--- src/rtl/ubcd_display_scanner.sv ---
// ubcd_display_scanner: time-multiplexed scan of DIGITS digits through one shared BCD-to-7-segment decoder
//   clk, rst_n        clock, asynchronous active-low reset
//   en                scan enable; low parks in IDLE with every digit off
//   digits            packed BCD, nibble i drives digit i (DIGITS-1 most significant)
//   zsup, lt_req      leading-zero suppression and lamp test, latched once per frame
//   al                decoder output polarity, passed straight through
//   bright            PWM brightness, 0 dark .. 15 full, used live
//   dec_value/rbi/bi/lt/al  shared decoder inputs; dec_rbo, dec_seg its outputs
//   seg_out, dig_sel  registered segment drive and one-hot digit enable
//   frame_start       one-clock pulse as the most significant digit's slot begins
module ubcd_display_scanner #(
  parameter int DIGITS = 4,
  parameter int DWELL = 1024,
  parameter int BLANK = 8
) (
  input  logic                clk,
  input  logic                rst_n,
  input  logic                en,
  input  logic [4*DIGITS-1:0] digits,
  input  logic                zsup,
  input  logic                lt_req,
  input  logic                al,
  input  logic [3:0]          bright,
  output logic [3:0]          dec_value,
  output logic                dec_rbi,
  output logic                dec_bi,
  output logic                dec_lt,
  output logic                dec_al,
  input  logic                dec_rbo,
  input  logic [6:0]          dec_seg,
  output logic [6:0]          seg_out,
  output logic [DIGITS-1:0]   dig_sel,
  output logic                frame_start
);
  localparam int CW = $clog2(DWELL);
  localparam int IW = $clog2(DIGITS);
  localparam logic [IW-1:0] TOP = IW'(DIGITS - 1);
  typedef enum logic [1:0] {S_IDLE, S_BLANK, S_SHOW} state_t;
  state_t state, state_nxt;
  logic [CW-1:0] cnt, cnt_nxt;
  logic [IW-1:0] idx, idx_nxt;
  logic frame_nxt, lt_sh, rb_chain, lit;
  logic [4*DIGITS-1:0] dig_sh;
  logic [6:0] seg_n;
  logic [3:0] pwm;
  always_ff @(posedge clk or negedge rst_n)
    if (!rst_n) begin
      state <= S_IDLE;
      cnt <= '0;
      idx <= '0;
    end else begin
      state <= state_nxt;
      cnt <= cnt_nxt;
      idx <= idx_nxt;
    end
  // the slot counter runs across the whole slot, so SHOW starts at cnt == BLANK
  always_comb begin
    state_nxt = state;
    cnt_nxt = cnt + CW'(1);
    idx_nxt = idx;
    if (!en) begin
      state_nxt = S_IDLE;
      cnt_nxt = '0;
      idx_nxt = '0;
    end else if (state == S_IDLE) begin
      state_nxt = S_BLANK;
      cnt_nxt = '0;
      idx_nxt = TOP;
    end else if (state == S_BLANK && cnt == CW'(BLANK - 1)) begin
      state_nxt = S_SHOW;
    end else if (state == S_SHOW && cnt == CW'(DWELL - 1)) begin
      state_nxt = S_BLANK;
      cnt_nxt = '0;
      idx_nxt = (idx == '0) ? TOP : idx - IW'(1);
    end
  end
  always_comb begin
    dec_bi = state != S_IDLE;
    dec_rbi = (idx == '0) || rb_chain;
    dec_value = 4'(dig_sh >> {idx, 2'b00});
    dec_lt = ~lt_sh;
    dec_al = al;
  end
  assign frame_nxt = en && state_nxt == S_BLANK && cnt_nxt == '0 && idx_nxt == TOP;
  assign pwm = 4'(cnt - CW'(BLANK));
  assign lit = bright == 4'hF || pwm < bright;
  // segments are held polarity-normalised so the reset value is a constant that still reads as all-off
  assign seg_out = seg_n ^ {7{~al}};
  always_ff @(posedge clk or negedge rst_n)
    if (!rst_n) begin
      dig_sh <= '0;
      lt_sh <= 1'b0;
      rb_chain <= 1'b1;
      frame_start <= 1'b0;
      seg_n <= '0;
      dig_sel <= '0;
    end else begin
      frame_start <= frame_nxt;
      if (frame_nxt) begin
        dig_sh <= digits;
        lt_sh <= lt_req;
      end
      rb_chain <= frame_nxt ? ~zsup : (state == S_BLANK && cnt == CW'(BLANK - 1)) ? dec_rbo : rb_chain;
      seg_n <= dec_seg ^ {7{~al}};
      dig_sel <= (en && state == S_SHOW && lit) ? DIGITS'(1) << idx : '0;
    end
endmodule

--- config.mk ---
export PLATFORM = sky130hd
export DESIGN_NAME = ubcd_display_scanner
export DESIGN_NICKNAME = d
export VERILOG_FILES = /design/src/rtl/ubcd_display_scanner.sv
export SDC_FILE = /design/constraint.sdc
export NUM_CORES = 1
export LEC_CHECK = 0
export CAP_MARGIN = 20
export CORE_MARGIN = 2
export CORE_UTILIZATION = 25
export DETAILED_ROUTE_END_ITERATION = 12
export HOLD_SLACK_MARGIN = 0.05
export PLACE_DENSITY_LB_ADDON = 0.1
export REMOVE_ABC_BUFFERS = 1
export SYNTH_ARGS = -nofsm -noshare
export SYNTH_HDL_FRONTEND = slang
export SYNTH_SLANG_ARGS = --single-unit
export TNS_END_PERCENT = 100
--- constraint.sdc ---
create_clock -name clk -period 4.3 [get_ports clk]
set_input_delay 0.86 -clock clk [delete_from_list [all_inputs] [get_ports clk]]
set_output_delay 0.86 -clock clk [all_outputs]
set_load 0.005 [all_outputs]
==> results.sh <==
export IMPL_status="completed"
export IMPL_ys_seq_area_share_pct=47.3
export IMPL_clk_pin_slew_worst_paths_ns=0.09
export IMPL_cts_buffers=5
export IMPL_die_w_um=101
export IMPL_postCtsHoldBufs=0
export IMPL_relSlewSlack_pct=55.6
export IMPL_netlist_instances=190
export IMPL_hold_path_class="in -> async"
export IMPL_synth_cell_types=47
export IMPL_maxCapViolations=0
export IMPL_initial_utilization_pct=25.5
export IMPL_crit_path_start="al"
export IMPL_finalMaxSlewViolations=0
export IMPL_fin_setup_tns_ns=0
export IMPL_routed_wl_um=4820
export IMPL_synthTopCellsByArea="dfrtp_1, xnor2_1, mux2_4"
export IMPL_antenna_found_initial=0
export IMPL_r2r_end="dig_sh[5]"
export IMPL_fillers=943
export IMPL_ff2ff_path_depth=8
export IMPL_drtIter0Drc=45
export IMPL_place_gp_congestion=0.729
export IMPL_fin_crit_ns=3.33
export IMPL_grt_first_pass_wirelength_um=7910
export IMPL_die_h_um=101
export IMPL_placement_rows=35
export IMPL_rsz0062_at_grt="no"
export IMPL_drtAntennaViolNets=0
export IMPL_clock_latency_ns=0.30
export IMPL_synthArstFlopShare_pct=100
export IMPL_wire_per_inst_um=13.5
export IMPL_drt_pass1_iterations=4
export IMPL_crit_arrival_ns=2.47
export IMPL_finish_net_count=286
export IMPL_yosysTopAreaCellShare_pct=46.2
export IMPL_portBuffers=53
export IMPL_first_global_vias=1598
export IMPL_ys_ff_latch=44
export IMPL_synth_xor_area_share_pct=8.65
export IMPL_cts_buffer_depth=2
export IMPL_finClkSkew_ns=0.00603
export IMPL_cts_htree_levels=2
export IMPL_finalCritPeriodShare_pct=77.5
export IMPL_synth_top_family_by_area="multiplexers"
export IMPL_ys_flop_type="dfrtp_1"
export IMPL_tightest_slew_ns=0.664
export IMPL_pwr_density_cell_nw_per_um2=340
export IMPL_p_leak_nw=1.30
export IMPL_netlist_top_cells_count="dfrtp_1, xnor2_1, nor2_1"
export IMPL_critPathCapture="seg_out[6]"
export IMPL_via_per_inst=4.32
export IMPL_multi_input_area_um2=1110
export IMPL_dp_slack_ns=0.941
export IMPL_end_kind="output pin"
export IMPL_setup_viol_count_final=0
export IMPL_synthMuxAreaShare_pct=14.7
export IMPL_irDropWorstVdd_mv=0.124
export IMPL_syn_avg_cell_area_um2=12.3
export IMPL_postCtsSetupRepairBufs=0
export IMPL_yosys_warnings=0
export IMPL_rr_startpoint="cnt[0]"
export IMPL_coreArea_um2=9150
export IMPL_hpwl_um=3450
export IMPL_cts_resized=0
export IMPL_crit_required_ns=3.44
export IMPL_hold_viol_final=0
export IMPL_seqCellArea_um2=1100
export IMPL_vias=1538
export IMPL_drc_errors=0
export IMPL_grt_max_degree=45
export IMPL_ios=54
export IMPL_synthAdderAreaFrac_pct=4.30
export IMPL_synth_edff_count=0
export IMPL_die_area_um2=10100
export IMPL_drive_above_1_share_pct=18.8
export IMPL_antenna_cells=0
export IMPL_area_growth_pct=31.8
export IMPL_r2r_slack_ns=1.49
export IMPL_synth_compound_area_share_pct=7.47
export IMPL_netlist_area_um2=2330
export IMPL_yosys_area_share_simple_pct=12.5
export IMPL_grt_overflow=0
export IMPL_cts_sinks=44
export IMPL_critical_path_max_fanout=13
export IMPL_yosysTopAreaCell="dfrtp_1"
export IMPL_critPathLaunchType="input port"
export IMPL_groute_usage_overall_pct=10.1
export IMPL_cts_tree="built"
export IMPL_synth_most_common_cell="dfrtp_1"
export IMPL_fmax_mhz=300
export IMPL_clockRootBuffer="clkbuf_8"
export IMPL_path_class="in -> out"
export IMPL_fin_ws_ns=0.966
-- per-layer routing --
layer  track usage [%]  routed length, um
met1              14.2               2400
met2              15.0               2130
met3              2.77                236
met4              3.37                 51
met5                 0                  0
-- worst min-delay path by stage --
| stage | startpoint | end | slack, ns |
|---|---|---|---|
| 2_1_floorplan | cnt[0] | cnt[0] | 0.47 |
| 3_3_place_gp | dig_sh[8] | dig_sh[8] | 0.49 |
| 3_5_place_dp | dig_sh[11] | dig_sh[11] | 0.49 |
| 4_1_cts | dig_sh[4] | dig_sh[4] | 0.52 |
| 5_1_grt | rst_n | cnt[2] | 0.49 |
| 6_report | rst_n | cnt[2] | 0.47 |
-- placed cells by master (no fill, tap or decap), types with 5 or more instances in the layout --
master           count
clkbuf_8             5
nand2_1              7
nand3_1              5
ha_1                 8
mux2_4               8
clkdlybuf4s50_1     52
xnor2_1             19
dfrtp_1             43
inv_1               12
nor2_1              14
mux2_2              10
-- critical path: stages --
cell and delay (ns):
clkdlybuf4s50_1 0.90, xnor2_1 0.19, clkdlybuf4s50_1 0.53
-- flip-flops by register name, summed over array words and instances, names as in the netlist --
register	count
dig_sh	16
rb_chain	1
idx	2
lt_sh	1
dig_sel	4
seg_n	7
state	2
frame_start	1
cnt	10
-- cell families (layout without fill, tap and decap cells) --
group / count (synthesis) / in the layout
buf+inv: 21 / 76
flops: 44 / 44
mux: 24 / 24
fa+ha+maj: 8 / 8
simple gates: 51 / 51
compound gates: 19 / 19
xor+xnor: 23 / 23
-- per-stage QoR --
| stage | instance area [um2] | util (%) | hold WS (ns) | std cells | power [mW] |
|---|---|---|---|---|---|
| 2_1_floorplan | 2260 | - | 0.466 | 181 | 0.609 |
| 3_3_place_gp | 2940 | 32.1 | 0.489 | 347 | 0.729 |
| 3_5_place_dp | 2940 | 32.1 | 0.490 | 347 | 0.728 |
| 4_1_cts | 3050 | 33.3 | 0.516 | 355 | 1.07 |
| 5_1_grt | 3070 | 33.6 | 0.486 | 356 | 1.11 |
| 6_report | 3070 | 33.6 | 0.471 | 356 | 1.04 |
-- power by group --
group / switching [mW] / internal (mW) / total, mW
logic: 0.0673 / 0.156 / 0.223
registers: 0.0280 / 0.465 / 0.493
clock network: 0.153 / 0.175 / 0.329
total: 0.249 / 0.796 / 1.04
-- layout make-up --
cell class	instances	share of cell area, %
Clock buffer	5	2.24
Clock inverter	3	1.55
Multi-Input combinational cell	125	36.1
Tap cell	111	4.52
Sequential cell	44	35.9
Inverter	12	1.47
Timing Repair Buffer	56	18.2
No activity file was read; power rests on OpenSTA's default activity.
